[src/rtl/rv_alu_exec.sv]
// rv_alu_exec: execute-stage ALU with valid/ready handshakes on both sides.
//
// Ops (alu_op_sel_i): 0000 AND, 0001 OR, 0010 ADD, 0110 SUB, 0111 SLT (signed),
// 1100 NOR, 0011 SLL, 0100 SRL, 0101 SRA. Every other code is illegal: the result
// is 0 with illegal_o = 1.
//
// Build option: define RV_ALU_BARREL_SHIFT_EN to compute shifts with a single-cycle
// barrel shifter. Without it, shifts run on an iterative 1-bit-per-cycle shifter
// that stalls the input side. Results are identical in both builds.
//
// Ports:
//   clk_i, rst_n_i        clock (rising edge), asynchronous active-low reset
//   flush_i               synchronous flush; drops in-flight work and the output valid
//   in_valid_i/in_ready_o input handshake
//   alu_op_sel_i          operation code
//   op_a_i, op_b_i        operands; shift amount is op_b_i[SHW-1:0]
//   rd_i                  destination tag, carried through to rd_o
//   out_valid_o/out_ready_i output handshake
//   result_o, zero_o, illegal_o, rd_o  registered result and flags
//   busy_o                iterative shift in progress
module rv_alu_exec #(
  parameter int unsigned XLEN = 32
) (
  input  logic            clk_i,
  input  logic            rst_n_i,
  input  logic            flush_i,
  input  logic            in_valid_i,
  output logic            in_ready_o,
  input  logic [3:0]      alu_op_sel_i,
  input  logic [XLEN-1:0] op_a_i,
  input  logic [XLEN-1:0] op_b_i,
  input  logic [4:0]      rd_i,
  output logic            out_valid_o,
  input  logic            out_ready_i,
  output logic [XLEN-1:0] result_o,
  output logic            zero_o,
  output logic            illegal_o,
  output logic [4:0]      rd_o,
  output logic            busy_o
);

  localparam int unsigned SHW = $clog2(XLEN);

  localparam logic [3:0] OpAnd = 4'b0000;
  localparam logic [3:0] OpOr  = 4'b0001;
  localparam logic [3:0] OpAdd = 4'b0010;
  localparam logic [3:0] OpSll = 4'b0011;
  localparam logic [3:0] OpSrl = 4'b0100;
  localparam logic [3:0] OpSra = 4'b0101;
  localparam logic [3:0] OpSub = 4'b0110;
  localparam logic [3:0] OpSlt = 4'b0111;
  localparam logic [3:0] OpNor = 4'b1100;

  logic [SHW-1:0]  shamt;
  logic [XLEN-1:0] alu_res;
  logic            op_illegal;
  logic            op_is_shift;
  logic            slot_free;
  logic            accept;

  logic            load_en;
  logic [XLEN-1:0] load_val;
  logic            load_ill;
  logic [4:0]      load_rd;

  logic            valid_q;
  logic [XLEN-1:0] result_q;
  logic            zero_q;
  logic            illegal_q;
  logic [4:0]      rd_q;

  assign shamt     = op_b_i[SHW-1:0];
  assign slot_free = !valid_q || out_ready_i;
  assign accept    = in_valid_i && in_ready_o;

  // Single-cycle result for everything the FSM does not have to iterate on.
  always_comb begin
    alu_res     = '0;
    op_illegal  = 1'b0;
    op_is_shift = 1'b0;
    case (alu_op_sel_i)
      OpAnd: alu_res = op_a_i & op_b_i;
      OpOr:  alu_res = op_a_i | op_b_i;
      OpAdd: alu_res = op_a_i + op_b_i;
      OpSub: alu_res = op_a_i - op_b_i;
      OpSlt: alu_res = {{(XLEN-1){1'b0}}, ($signed(op_a_i) < $signed(op_b_i))};
      OpNor: alu_res = ~(op_a_i | op_b_i);
`ifdef RV_ALU_BARREL_SHIFT_EN
      OpSll: begin
        op_is_shift = 1'b1;
        alu_res     = op_a_i << shamt;
      end
      OpSrl: begin
        op_is_shift = 1'b1;
        alu_res     = op_a_i >> shamt;
      end
      OpSra: begin
        op_is_shift = 1'b1;
        alu_res     = $signed(op_a_i) >>> shamt;
      end
`else
      // Only the zero-shift case completes here; non-zero amounts go to the FSM.
      OpSll, OpSrl, OpSra: begin
        op_is_shift = 1'b1;
        alu_res     = op_a_i;
      end
`endif
      default: op_illegal = 1'b1;
    endcase
  end

`ifdef RV_ALU_BARREL_SHIFT_EN

  assign in_ready_o = slot_free && !flush_i;
  assign busy_o     = 1'b0;

  always_comb begin
    load_en  = accept;
    load_val = alu_res;
    load_ill = op_illegal;
    load_rd  = rd_i;
  end

`else

  typedef enum logic [1:0] {StIdle, StShift, StDone} state_e;

  localparam logic [SHW-1:0] CntOne = SHW'(1);

  state_e          state_q;
  logic [XLEN-1:0] work_q;
  logic [SHW-1:0]  cnt_q;
  logic [3:0]      op_q;
  logic [4:0]      tag_q;
  logic [XLEN-1:0] shift_step;
  logic            shift_start;

  function automatic logic [XLEN-1:0] shift1(input logic [3:0] op, input logic [XLEN-1:0] v);
    logic [XLEN-1:0] r;
    case (op)
      OpSll:   r = {v[XLEN-2:0], 1'b0};
      OpSrl:   r = {1'b0, v[XLEN-1:1]};
      default: r = {v[XLEN-1], v[XLEN-1:1]};
    endcase
    return r;
  endfunction

  assign shift_step  = shift1(op_q, work_q);
  assign shift_start = op_is_shift && (shamt != '0);
  assign in_ready_o  = (state_q == StIdle) && slot_free && !flush_i;
  assign busy_o      = (state_q == StShift);

  always_comb begin
    load_en  = 1'b0;
    load_val = alu_res;
    load_ill = op_illegal;
    load_rd  = rd_i;
    unique case (state_q)
      StIdle: load_en = accept && !shift_start;
      // The last shift step writes straight to the output when the slot is free,
      // so an unstalled shift completes shamt + 1 cycles after accept.
      StShift: begin
        if (cnt_q == CntOne && slot_free) begin
          load_en  = 1'b1;
          load_val = shift_step;
          load_ill = 1'b0;
          load_rd  = tag_q;
        end
      end
      StDone: begin
        if (slot_free) begin
          load_en  = 1'b1;
          load_val = work_q;
          load_ill = 1'b0;
          load_rd  = tag_q;
        end
      end
      default: load_en = 1'b0;
    endcase
  end

  always_ff @(posedge clk_i or negedge rst_n_i) begin
    if (!rst_n_i) begin
      state_q <= StIdle;
      work_q  <= '0;
      cnt_q   <= '0;
      op_q    <= '0;
      tag_q   <= '0;
    end else if (flush_i) begin
      state_q <= StIdle;
      cnt_q   <= '0;
    end else begin
      unique case (state_q)
        StIdle: begin
          if (accept && shift_start) begin
            work_q  <= op_a_i;
            op_q    <= alu_op_sel_i;
            tag_q   <= rd_i;
            cnt_q   <= shamt;
            state_q <= StShift;
          end
        end
        StShift: begin
          work_q <= shift_step;
          cnt_q  <= cnt_q - CntOne;
          if (cnt_q == CntOne) begin
            // DONE only holds the finished value while downstream is stalled.
            state_q <= slot_free ? StIdle : StDone;
          end
        end
        StDone: begin
          if (slot_free) state_q <= StIdle;
        end
        default: state_q <= StIdle;
      endcase
    end
  end

`endif

  always_ff @(posedge clk_i or negedge rst_n_i) begin
    if (!rst_n_i) begin
      valid_q   <= 1'b0;
      result_q  <= '0;
      zero_q    <= 1'b0;
      illegal_q <= 1'b0;
      rd_q      <= '0;
    end else if (flush_i) begin
      // result_q is kept but no longer valid.
      valid_q <= 1'b0;
    end else begin
      if (out_ready_i) valid_q <= 1'b0;
      if (load_en) begin
        valid_q   <= 1'b1;
        result_q  <= load_val;
        zero_q    <= (load_val == '0);
        illegal_q <= load_ill;
        rd_q      <= load_rd;
      end
    end
  end

  assign out_valid_o = valid_q;
  assign result_o    = result_q;
  assign zero_o      = zero_q;
  assign illegal_o   = illegal_q;
  assign rd_o        = rd_q;

endmodule

[config.mk]
export PLATFORM = sky130hd
export DESIGN_NAME = rv_alu_exec
export DESIGN_NICKNAME = d
export VERILOG_FILES = /design/src/rtl/rv_alu_exec.sv
export SDC_FILE = /design/constraint.sdc
export NUM_CORES = 1
export LEC_CHECK = 0
export BUFFER_PORTS_ARGS = -buffer_cell sky130_fd_sc_hd__buf_2
export CAP_MARGIN = 20
export CORE_ASPECT_RATIO = 1.1
export CORE_UTILIZATION = 59
export CTS_BUF_LIST = sky130_fd_sc_hd__clkbuf_16
export CTS_CLUSTER_DIAMETER = 120
export CTS_CLUSTER_SIZE = 8
export DETAILED_ROUTE_END_ITERATION = 10
export GPL_TIMING_DRIVEN = 0
export PLACE_DENSITY = 0.78
export SETUP_SLACK_MARGIN = 0.4
export SLEW_MARGIN = 0
export SYNTH_ARGS = -nofsm -noshare
export SYNTH_HDL_FRONTEND = slang
export SYNTH_SLANG_ARGS = --single-unit
[constraint.sdc]
create_clock -name clk_i -period 4.4 [get_ports clk_i]
set_input_delay 0.88 -clock clk_i [delete_from_list [all_inputs] [get_ports clk_i]]
set_output_delay 0.88 -clock clk_i [all_outputs]
set_load 0.1 [all_outputs]
==> summary.md <==
| Metric | Value |
|---|---|
| CORE AREA | 18,500 sq um |
| Sequential fraction of the synthesis area | 0.196 |
| Total power | 6200 uW |
| Register bit total from synthesis | 88 |
| Crit-path max FO | 10 |
| Layout overhead on the synthesized area | 20.4% |
| Final hold vios | 0 |
| Critical-path top delay cell | clkbuf_1 |
| Pwr Density | 458 nW/um^2 |
| Largest net degree at the start of global routing | 68 |
| Cts hold-fix bufs | 0 |
| Pleak | 0.00598 uW |
| I/O pin cnt | 120 |
| Critical path depth | 14 |
| WP data required | 4630 ps |
| Crit path kind | in -> reg |
| Reg2Reg Capture Point | zero_o |
| CTS Buffer Depth | 2 |
| Total grt overflow | 0 |
| Die H | 147 microns |
| DRT antenna net count | 0 |
| Synth Cell Area | 11,200 sq um |
| Fin util | 0.730 |
| Number of antenna repair diodes | 0 |
| Least-Margin Pin Slew | 928 ps |
| Die span in x | 134 microns |
| Maximum VDD drop | 529 uV |
| Root Buffer | clkbuf_16 |
| DRC Markers | 0 |
| Via-to-Cell Ratio | 7.22 |
| Max Freq | 0.243 GHz |
| Final setup TNS | 0 ps |
| H-tree depth | 3 |
| Placer Congestion | 1.03 |
| Ys async rst share | 1.00 |
| Max-slew violations | 0 |
| Sink Count | 88 |
| Outcome | complete, no violations |
| Placed Cells | 1,897 |
| Synth Area per Inst | 7.32 sq um |
| Fill cells | 1,528 |
| DR pass1 iterations | 7 |
| Syn nets | 1,724 |
| Overall Global Routing Usage | 0.506 |
| Finished Layout Cells | 1,942 |
| Top delay family on crit path | buffers and inverters |
| Vias in the first global route | 13,343 |
| Worst reg2reg startpoint | state_q[0] |
| Final setup violating endpoints | 0 |
| Number of nets in the layout | 1,883 |
| Max cap viols | 0 |
| Tcrit/Tclk final | 0.937 |
| HP Class | in -> async |
| Worst-Skew Late Latency | 350 ps |
| Initial Util | 0.606 |
| Initial antenna violation count | 0 |
| Worst Setup EP | zero_o |
| R2r setup slk | 350 ps |
| Worst Path Arrival | 4350 ps |
| Buffers added on ports | 118 |
| DR WL/cell | 25.7 microns |
| Type of origin of the critical path | primary input |
| Proportion of layout cells with a drive suffix above 1 | 0.211 |
| Post-Route Skew | 9.02 ps |
| Worst slew margin | 0.379 |
| DR iter-0 viols | 1,980 |
| Synth Instances | 1,535 |
| Row count | 52 |
| Die Area | 19,600 sq um |
| CP Launch Point | alu_op_sel_i[3] |
| Worst path max stage delay | 670 ps |
| Netlist cell types | 97 |
| Via count | 14,024 |
| CP Buf/Inv Count | 3 |
| Dpl hpwl | 37,600 microns |
| Total CTS buffers | 9 |
| Crit-path cells | buf_2 -> nor2_1 -> clkbuf_1 -> clkbuf_1 -> a22oi_1 -> nor2_1 -> a31oi_1 -> o22ai_1 -> o211ai_1 -> o21ai_0 -> a311o_1 -> nor4_2 -> nand4_1 -> o41ai_2 |
| Number of synthesized flops with an enable pin | 0 |
| Synth Warn # | 0 |
| First-pass GRT wire length | 76,100 microns |
| CTS tree | done |
| Top_reg_cell synth | dfrtp_1 |
| Routed WL | 49,900 microns |
| Setup crit end kind | flip-flop |
| Worst-path clk slew | 70 ps |
| Min cycle time layout | 4120 ps |
| Worst-case reg-to-reg path depth | 13 |
| RSZ-0062 raised after global routing | yes |
-- kinds of logic (layout without fill, tap and decap cells) --
group / count (synthesis) / count (layout) / synth area share
compound gates: 555 / 555 / 0.339
xor+xnor: 19 / 19 / 0.0148
fa+ha+maj: 111 / 111 / 0.125
buf+inv: 208 / 372 / 0.0756
flops: 88 / 88 / 0.196
mux: 34 / 34 / 0.0322
simple gates: 520 / 520 / 0.217
-- report_power, final --
group,switching (uW),total (uW),leakage (uW),internal [uW]
Combinational,2970,4000,0.00472,1030
Clock,351,736,0.000135,385
Sequential,320,1460,0.00112,1140
-- timing repair --
item	CTS	global route
pin swaps	40	24
setup buffers	21	8
endpoints found under the setup margin	15	7
resized for setup	131	63
endpoints found under the hold margin	0	0
-- how the worst min path moves through the flow --
stage | from | to
floorplan | work_q[0] | work_q[0]
global placement | result_o[7] | result_o[7]
detailed placement | result_o[7] | result_o[7]
CTS | rst_n_i | result_o[26]
global route | rst_n_i | result_o[26]
finish | rst_n_i | result_o[31]
-- flip-flops by register name (all words and copies together), names as in the netlist --
signal / cells
cnt_q: 5
illegal_o: 1
op_q: 4
out_valid_o: 1
rd_o: 5
result_o: 32
state_q: 2
tag_q: 5
work_q: 32
zero_o: 1
-- cell usage after synthesis, types with 18 or more instances --
master,instances,share of area
nand2_1,234,0.078
a21oi_1,151,0.067
ha_1,109,0.12
nor2_1,107,0.036
o21ai_0,101,0.045
inv_1,97,0.032
dfrtp_1,88,0.20
clkbuf_1,67,0.022
nand3_1,37,0.016
a22oi_1,35,0.023
o22ai_1,23,0.013
buf_2,22,0.0098
a21o_1,21,0.014
nor3_1,21,0.0094
o211ai_1,18,0.012
xnor2_1,18,0.014
-- metal layers --
layer  wire (microns)  GRT usage  part of all wire  up-vias
met4             4940      0.399             0.099        0
li1                 -          -                 -     5932
met5                0          0                 0        -
met3             6120      0.100              0.12      359
met1            17100      0.613              0.34     6500
met2            21700      0.785              0.44     1233
-- placed cells by master (no fill, tap or decap), drive strengths merged, types with 35 or more instances in the layout --
master | netlist | layout
a21oi | 151 | 151
a22oi | 35 | 35
buf | 41 | 183
clkbuf | 67 | 82
dfrtp | 88 | 88
ha | 109 | 109
inv | 100 | 103
nand2 | 235 | 235
nand3 | 37 | 37
nor2 | 108 | 108
o21ai | 106 | 106
-- area by class of cell --
| type | instances | area [sq um] | share of cell area |
|---|---|---|---|
| clock inverters | 7 | 46.3 | 0.00342 |
| inverters | 100 | 384 | 0.0284 |
| repair buffers | 148 | 900 | 0.0665 |
| clock buffers | 9 | 225 | 0.0166 |
| multi-input cells | 1239 | 8900 | 0.658 |
| plain buffers | 108 | 563 | 0.0416 |
| flip-flops and latches | 88 | 2200 | 0.163 |
| well taps | 243 | 304 | 0.0225 |
-- per-stage QoR --
step	setup slack [ps]	hold WS [ps]	area, sq um
finish	278	434	13500
global route	170	446	13500
CTS	396	435	13200
detailed placement	-626	455	12200
global placement	-509	452	12100
floorplan	605	472	11200
(Power assumes the default switching activity.)
